`config.mk`:
```
export PLATFORM = sky130hd
export DESIGN_NAME = fixed_point_seq_divider
export DESIGN_NICKNAME = d
export VERILOG_FILES = /design/src/rtl/fixed_point_seq_divider.sv
export SDC_FILE = /design/constraint.sdc
export NUM_CORES = 1
export LEC_CHECK = 0
export CAP_MARGIN = 40
export CORE_MARGIN = 4
export CORE_UTILIZATION = 35
export DETAILED_ROUTE_END_ITERATION = 8
export PLACE_DENSITY = 0.56
export SYNTH_ARGS = -nofsm -noshare
export SYNTH_HDL_FRONTEND = slang
export SYNTH_SLANG_ARGS = --single-unit
```
`constraint.sdc`:
```
create_clock -name clk -period 16.6 [get_ports clk]
set_input_delay 1.66 -clock clk [delete_from_list [all_inputs] [get_ports clk]]
set_output_delay 1.66 -clock clk [all_outputs]
set_load 0.005 [all_outputs]
```
`src/rtl/fixed_point_seq_divider.sv`:
```
// Multi-cycle unsigned restoring divider: one quotient bit per cycle through a
// ripple-borrow trial subtractor, with valid/ready request and result ports.
module fixed_point_seq_divider #(
  parameter int unsigned N     = 32,
  parameter              MODEL = "DataFlow"
) (
  input  logic         clk,
  input  logic         rst_n,
  input  logic         in_valid,
  output logic         in_ready,
  input  logic [N-1:0] dividend,
  input  logic [N-1:0] divisor,
  output logic         out_valid,
  input  logic         out_ready,
  output logic [N-1:0] quotient,
  output logic [N-1:0] remainder,
  output logic         div_by_zero
);

  localparam int unsigned CW = $clog2(N);

  typedef enum logic [1:0] {IDLE, BUSY, DONE} state_t;

  state_t        state, state_nxt;
  logic [N-1:0]  d_q, d_nxt;
  logic [N-1:0]  q_q, q_nxt;
  logic [N:0]    r_q, r_nxt;
  logic [CW-1:0] cnt_q, cnt_nxt;
  logic          dz_pend, dz_pend_nxt;
  logic [N-1:0]  quo_nxt, rem_nxt;
  logic          dz_nxt;

  logic [N:0]    t;
  logic [N:0]    sub_b;
  logic [N:0]    diff;
  logic          borrow;
  logic          unused_r_msb;

  // Partial remainder shifted left with the next dividend bit brought in.
  assign t            = {r_q[N-1:0], q_q[N-1]};
  assign sub_b        = {1'b0, d_q};
  // The top bit of R is always zero once the restore step has run.
  assign unused_r_msb = r_q[N];

  if (MODEL == "DataFlow") begin : g_ripple
    logic [N+1:0] brw;
    assign brw[0] = 1'b0;
    for (genvar i = 0; i < N + 1; i++) begin : g_bit
      // Full-subtractor cell: difference and borrow-out.
      assign diff[i]  = t[i] ^ sub_b[i] ^ brw[i];
      assign brw[i+1] = (~t[i] & sub_b[i]) | (~(t[i] ^ sub_b[i]) & brw[i]);
    end
    assign borrow = brw[N+1];
  end else begin : g_behav
    assign {borrow, diff} = {1'b0, t} - {1'b0, sub_b};
  end

  assign in_ready  = (state == IDLE);
  assign out_valid = (state == DONE);

  // Next-state and datapath update.
  always_comb begin
    state_nxt   = state;
    d_nxt       = d_q;
    q_nxt       = q_q;
    r_nxt       = r_q;
    cnt_nxt     = cnt_q;
    dz_pend_nxt = dz_pend;
    quo_nxt     = quotient;
    rem_nxt     = remainder;
    dz_nxt      = div_by_zero;
    case (state)
      IDLE: begin
        if (in_valid) begin
          d_nxt       = divisor;
          q_nxt       = dividend;
          r_nxt       = '0;
          cnt_nxt     = '0;
          dz_pend_nxt = (divisor == '0);
          state_nxt   = BUSY;
        end
      end
      BUSY: begin
        if (dz_pend) begin
          // Zero divisor: a single cycle here, then publish the fixed result.
          quo_nxt   = '1;
          rem_nxt   = q_q;
          dz_nxt    = 1'b1;
          state_nxt = DONE;
        end else begin
          r_nxt   = borrow ? t : diff;
          q_nxt   = {q_q[N-2:0], ~borrow};
          cnt_nxt = cnt_q + CW'(1);
          if (cnt_q == CW'(N - 1)) begin
            quo_nxt   = {q_q[N-2:0], ~borrow};
            rem_nxt   = borrow ? t[N-1:0] : diff[N-1:0];
            dz_nxt    = 1'b0;
            state_nxt = DONE;
          end
        end
      end
      DONE: begin
        if (out_ready) state_nxt = IDLE;
      end
      default: state_nxt = IDLE;
    endcase
  end

  // State, working registers and held result registers.
  always_ff @(posedge clk or negedge rst_n) begin
    if (!rst_n) begin
      state       <= IDLE;
      d_q         <= '0;
      q_q         <= '0;
      r_q         <= '0;
      cnt_q       <= '0;
      dz_pend     <= 1'b0;
      quotient    <= '0;
      remainder   <= '0;
      div_by_zero <= 1'b0;
    end else begin
      state       <= state_nxt;
      d_q         <= d_nxt;
      q_q         <= q_nxt;
      r_q         <= r_nxt;
      cnt_q       <= cnt_nxt;
      dz_pend     <= dz_pend_nxt;
      quotient    <= quo_nxt;
      remainder   <= rem_nxt;
      div_by_zero <= dz_nxt;
    end
  end

endmodule

```
---- Word level (Yosys, flattened, before mapping) ----
Cells that the tools add are included.
storage, ports and cells
  bits in latches ......................... 0
  logic and storage cells ................. 270
  memory bits (read-only) ................. 0
  register bits after elaboration ......... 169
  memory bits (writable) .................. 0
  memories kept ........................... 0
operators by class
  shift operators ......................... 0
  add/subtract/negate cells ............... 1
  divide/modulo/power cells ............... 0
  $mul .................................... 0
  mux-type cells .......................... 22
  $lt $le $gt $ge ......................... 0
  eq/ne operators ......................... 7
  reductions and logical operators ........ 8
  bitwise logic cells ..................... 223
operators by type and width
  cell                                                             count
  32-bit 2-to-1 mux                                                10
  32-bit case mux with 2 select lines                              2
  1-bit inverter                                                   65
  1-bit bitwise AND                                                64
  1-bit XOR                                                        63
  32-bit logical NOT                                               1
  1-bit bitwise OR                                                 31
  5-bit 2-to-1 mux                                                 2
  5-bit case mux with 2 select lines                               1
  2-bit 2-to-1 mux                                                 4
  2-bit case mux with 3 select lines                               1
  3-bit AND reduction                                              2
  5-bit by 1-bit adder with 5-bit output, second input constant    1
  5-bit == test, second input constant                             1
  2-bit != test, second input constant                             2
  2-bit AND reduction                                              2
  2-bit nonzero test                                               2
  3-bit != test, second input constant                             1
  2-bit by 1-bit == test with 1-bit output, second input constant  1
  2-bit == test, second input constant                             1
  2-bit logical NOT                                                1
  1-bit 2-to-1 mux                                                 2
  2-bit by 1-bit != test with 1-bit output, second input constant  1

---- Longest topological paths before layout ----
  depth after elaboration ................. 68
  mapped depth ............................ 38
  mapped depth without buffers ............ 36

---- Worst setup path after synthesis ----
OpenSTA, ideal clock, no wires.
  path type ............................... reg2reg
  start point ............................. reg q_q[31]
  end point ............................... reg remainder[2]
  buffers on the path ..................... 2
  data required time ...................... 16.505 ns
  cell stages (with the launch flop) ...... 39
  arrival ................................. 13.279 ns
  setup time .............................. 0.095 ns
  slack ................................... 3.225 ns
  cells stage by stage .................... dfrtp_1 -> inv_1 -> ha_1 -> fa_1 -> fa_1 -> fa_1 -> fa_1 -> fa_1 -> fa_1 -> fa_1 -> fa_1 -> fa_1 -> fa_1 -> fa_1 -> fa_1 -> fa_1 -> fa_1 -> fa_1 -> [... 3 more ...] -> fa_1 -> fa_1 -> fa_1 -> fa_1 -> fa_1 -> fa_1 -> fa_1 -> fa_1 -> fa_1 -> fa_1 -> fa_1 -> fa_1 -> fa_1 -> nand2b_1 -> buf_2 -> buf_1 -> a211oi_1 -> o31ai_1
between the ends
  longest elaborated chain between the ends .. 68
ends and longest elaborated chain
  what                                line  source
  start: declaration                  26    logic [N-1:0] q_q, q_nxt;
  start signal: assignment            124   q_q <= q_nxt;
  1-bit inverter (*)                  51    assign brw[i+1] = (~t[i] & sub_b[i]) | (~(t[i] ^ sub_b[i]) & brw[i]);
  1-bit bitwise AND (*) (2 in a row)  51
  1-bit bitwise OR (*)                51
  1-bit bitwise AND                   51
  1-bit bitwise OR                    51
  1-bit bitwise AND                   51
  1-bit bitwise OR                    51
  1-bit bitwise AND                   51
  [... 51 more ...]                   --
  1-bit bitwise AND                   51
  1-bit bitwise OR                    51
  1-bit bitwise AND                   51
  1-bit bitwise OR                    51
  1-bit bitwise AND                   51
  32-bit 2-to-1 mux (*)               96    rem_nxt = borrow ? t[N-1:0] : diff[N-1:0];
  32-bit 2-to-1 mux (*)               94    if (cnt_q == CW'(N - 1)) begin
  32-bit 2-to-1 mux (*)               84    if (dz_pend) begin
  end signal: assignment              129   remainder <= rem_nxt;
  end: declaration                    16    output logic [N-1:0] remainder,
Mark *: on every way between the ends. The rest lies on a longest branch, timed or not. The select of a mux whose other input is x is not followed.
A chain may end at the register's enable or synchronous reset.

---- Worst setup path after layout ----
Ends and elaborated chain as after synthesis.

==> impl_metrics.ini <==
[status]
status = finished clean

[setup_path]
crit_path_start = q_q[31]
cp-endpoint = remainder[2]
reg2reg_from = q_q[31]
worstPathArrival_ns = 14.80
r2r_end = remainder[2]
critPathMaxStageDelay_ns = 0.46
crit_slowest_cell = buf_4
r2r_cells = 38
required_ns = 16.93
crit_path_frequent_cell = fa_1
reg2reg_slack_ns = 2.14
end_kind = flop
critPathLaunchType = flop
crit_fanout = 37
critPathKind = flop to flop

[timing]
finalClockSkew_ns = 0.0128
fmax_mhz = 69.2
tightestPinTransition_ns = 0.852
report.final.setup_viol = 0
worst_slack_ns = 2.14
drv_slew = 0
hold_viol_final = 0
fin_setup_tns_ns = 0
rsz0062_at_grt = false
fin_crit_sh = 0.871
fin_crit_ns = 14.46
slew_headroom = 0.430

[floorplan]
ios = 135
die_area_um2 = 26600
die_w_um = 163
num_rows = 56
design.core.area_um2 = 23600
start_util = 0.357
fp.dieH_um = 163

[flow_run]
cap_violations = 0

[clocking]
cts_resized = 0
hold_buffers = 0
path_clk_slew_ns = 0.07
cts_buffers = 17
clk_latency_ns = 0.43
cts_root_buf = clkbuf_16
cts_htree_levels = 4
post_cts.repair.setup_buffers = 0
clock-sinks = 169
clockBufferDepth = 2
cts_tree = yes

[synth]
avgSynthCellArea_um2 = 9.58
synth_nets = 982
ys_types = 37
ys_ff_latch = 169
synth_area_um2 = 8430
synthMostInstantiatedCell = dfrtp_1
synth_edf_count = 0
yosys.area_share.simple = 0.135
synthTopCellsByCount = dfrtp_1, o21ai_0, nand2_1
synthCells = 880
synth-compound-area-share = 0.212
synthArstFlopShare = 1.00
yosysSeqAreaShare = 0.502
yosys-top-cells-area = dfrtp_1, o21ai_0, fa_1
synth_top_area_cell = dfrtp_1
synth_top_flop_cell = dfrtp_1
synth_top_area_frac = 0.502
synthXorXnorAreaFrac = 0
synthAdderAreaFrac = 0.0781
ys_warn_count = 0
synth_top_family_by_area = compound AO/OA/AOI/OAI gates
synth.area.mux_share = 0.00238

[drt]
vias = 6700
drtIter0Drc = 433
viasPerCell = 5.10
ant_nets = 0
finalWirelength_um = 23500
remaining_drc_errors = 0
wl_per_cell_um = 17.9
dr.pass1.iters = 6

[global_routing]
antenna_found_initial = 0
track_usage = 0.180
grt_pass1_wl_um = 38500
grt-ovfl-total = 0
grt_max_degree = 74
grt_pass1_vias = 6832

[placed_design]
hpwl_um = 16300
io_buffers = 134
dp_cells = 1281
gp_congestion = 0.767
dp_slack_ns = 2.16

[finish]
fin_cells = 1313
syn2layout_area_growth_pct = 27.1
n_antenna_cell = 0
nets = 1083
n_fill_cell = 2260
layout-drive-gt1-share = 0.0604

[worst_hold_path]
worstHoldPathType = flop to flop

[power]
p_per_area_nw_per_um2 = 224
p_leak_nw = 5.03
vdd_ir_drop_max_mv = 0.0700
==> cell usage in the layout, fill, tap and decap left out, types with 3 or more instances in the layout <==
| master | count |
|---|---|
| nor2b_1 | 15 |
| dfrtp_1 | 168 |
| o22ai_1 | 14 |
| inv_6 | 3 |
| buf_16 | 3 |
| fa_1 | 31 |
| a22o_1 | 5 |
| a31oi_1 | 21 |
| inv_1 | 76 |
| nor4_1 | 8 |
| a22oi_1 | 28 |
| buf_4 | 14 |
| o21ai_0 | 126 |
| o31ai_1 | 15 |
| a211oi_1 | 14 |
| clkinv_4 | 3 |
| nand2_1 | 124 |
| a211o_1 | 33 |
| clkbuf_16 | 17 |
| and3b_1 | 14 |
| nor3b_1 | 17 |
| nor3_1 | 4 |
| a21oi_1 | 34 |
| clkdlybuf4s50_1 | 133 |
| nor2_1 | 36 |
| ha_1 | 3 |
==> worst min path at each step <==
stage / start / to / depth (start not counted)
global route: d_q[0] / d_q[0] / 2
floorplan: d_q[0] / d_q[0] / 2
finish: d_q[0] / d_q[0] / 2
global placement: d_q[0] / d_q[0] / 2
CTS: d_q[0] / d_q[0] / 2
detailed placement: d_q[0] / d_q[0] / 2
==> final cells by class <==
type                    count  area (um^2)  share of cell area
well taps                 319          399              0.0373
flip-flops and latches    169         4230               0.395
repair buffers            153         1570               0.146
clock inverters            15          188              0.0175
inverters                  76          285              0.0266
multi-input cells         564         3620               0.338
clock buffers              17          425              0.0397
==> worst max-delay path, delay by kind of cell, from the launching register on <==
| kind | cells | cell delay [ns] |
|---|---|---|
| adder cells (fa/ha/maj) | 32 | 12.42 |
| buffers and inverters | 3 | 0.75 |
| AND/OR/NAND/NOR | 1 | 0.43 |
| flip-flops | 1 | 0.40 |
| AO/OA/AOI/OAI | 2 | 0.37 |
==> flip-flops by register name, indices dropped and copies added (netlist names) <==
register	flops
cnt_q	5
remainder	32
q_q	32
state	2
r_q	32
quotient	32
dz_pend	1
d_q	32
div_by_zero	1
==> metal layers <==
metal | wire [um] | vias up | track usage
li1 | - | 3247 | -
met1 | 11900 | 3257 | 0.279
met2 | 10100 | 176 | 0.259
met3 | 1300 | 20 | 0.0323
met4 | 274 | 0 | 0.0454
met5 | 0 | - | 0
==> stage by stage <==
| step | hold WS (ns) | utilization | total power [mW] | cell area, um^2 |
|---|---|---|---|---|
| finish | 0.492 | 0.454 | 2.40 | 10700 |
| floorplan | 0.452 | - | 1.54 | 8430 |
| global placement | 0.477 | 0.422 | 1.97 | 9970 |
| global route | 0.527 | 0.454 | 2.61 | 10700 |
| detailed placement | 0.480 | 0.428 | 1.99 | 10100 |
| CTS | 0.495 | 0.454 | 2.41 | 10700 |
==> report_power, final <==
group          leakage [nW]  total [mW]  internal (mW)  switching [mW]
Combinational          2.65        1.21          0.592           0.620
Clock                 0.294       0.411          0.228           0.183
Sequential             2.08       0.777          0.614           0.162
==> kinds of logic (layout without fill, tap and decap cells) <==
family                     Yosys count  in the layout
AOI/OAI and AO/OA                  291            291
and+or+nand+nor                    237            237
DFF                                169            169
buffers and inverters              147            261
adders and majority gates           34             34
muxes                                2              2
(Power assumes the default switching activity.)
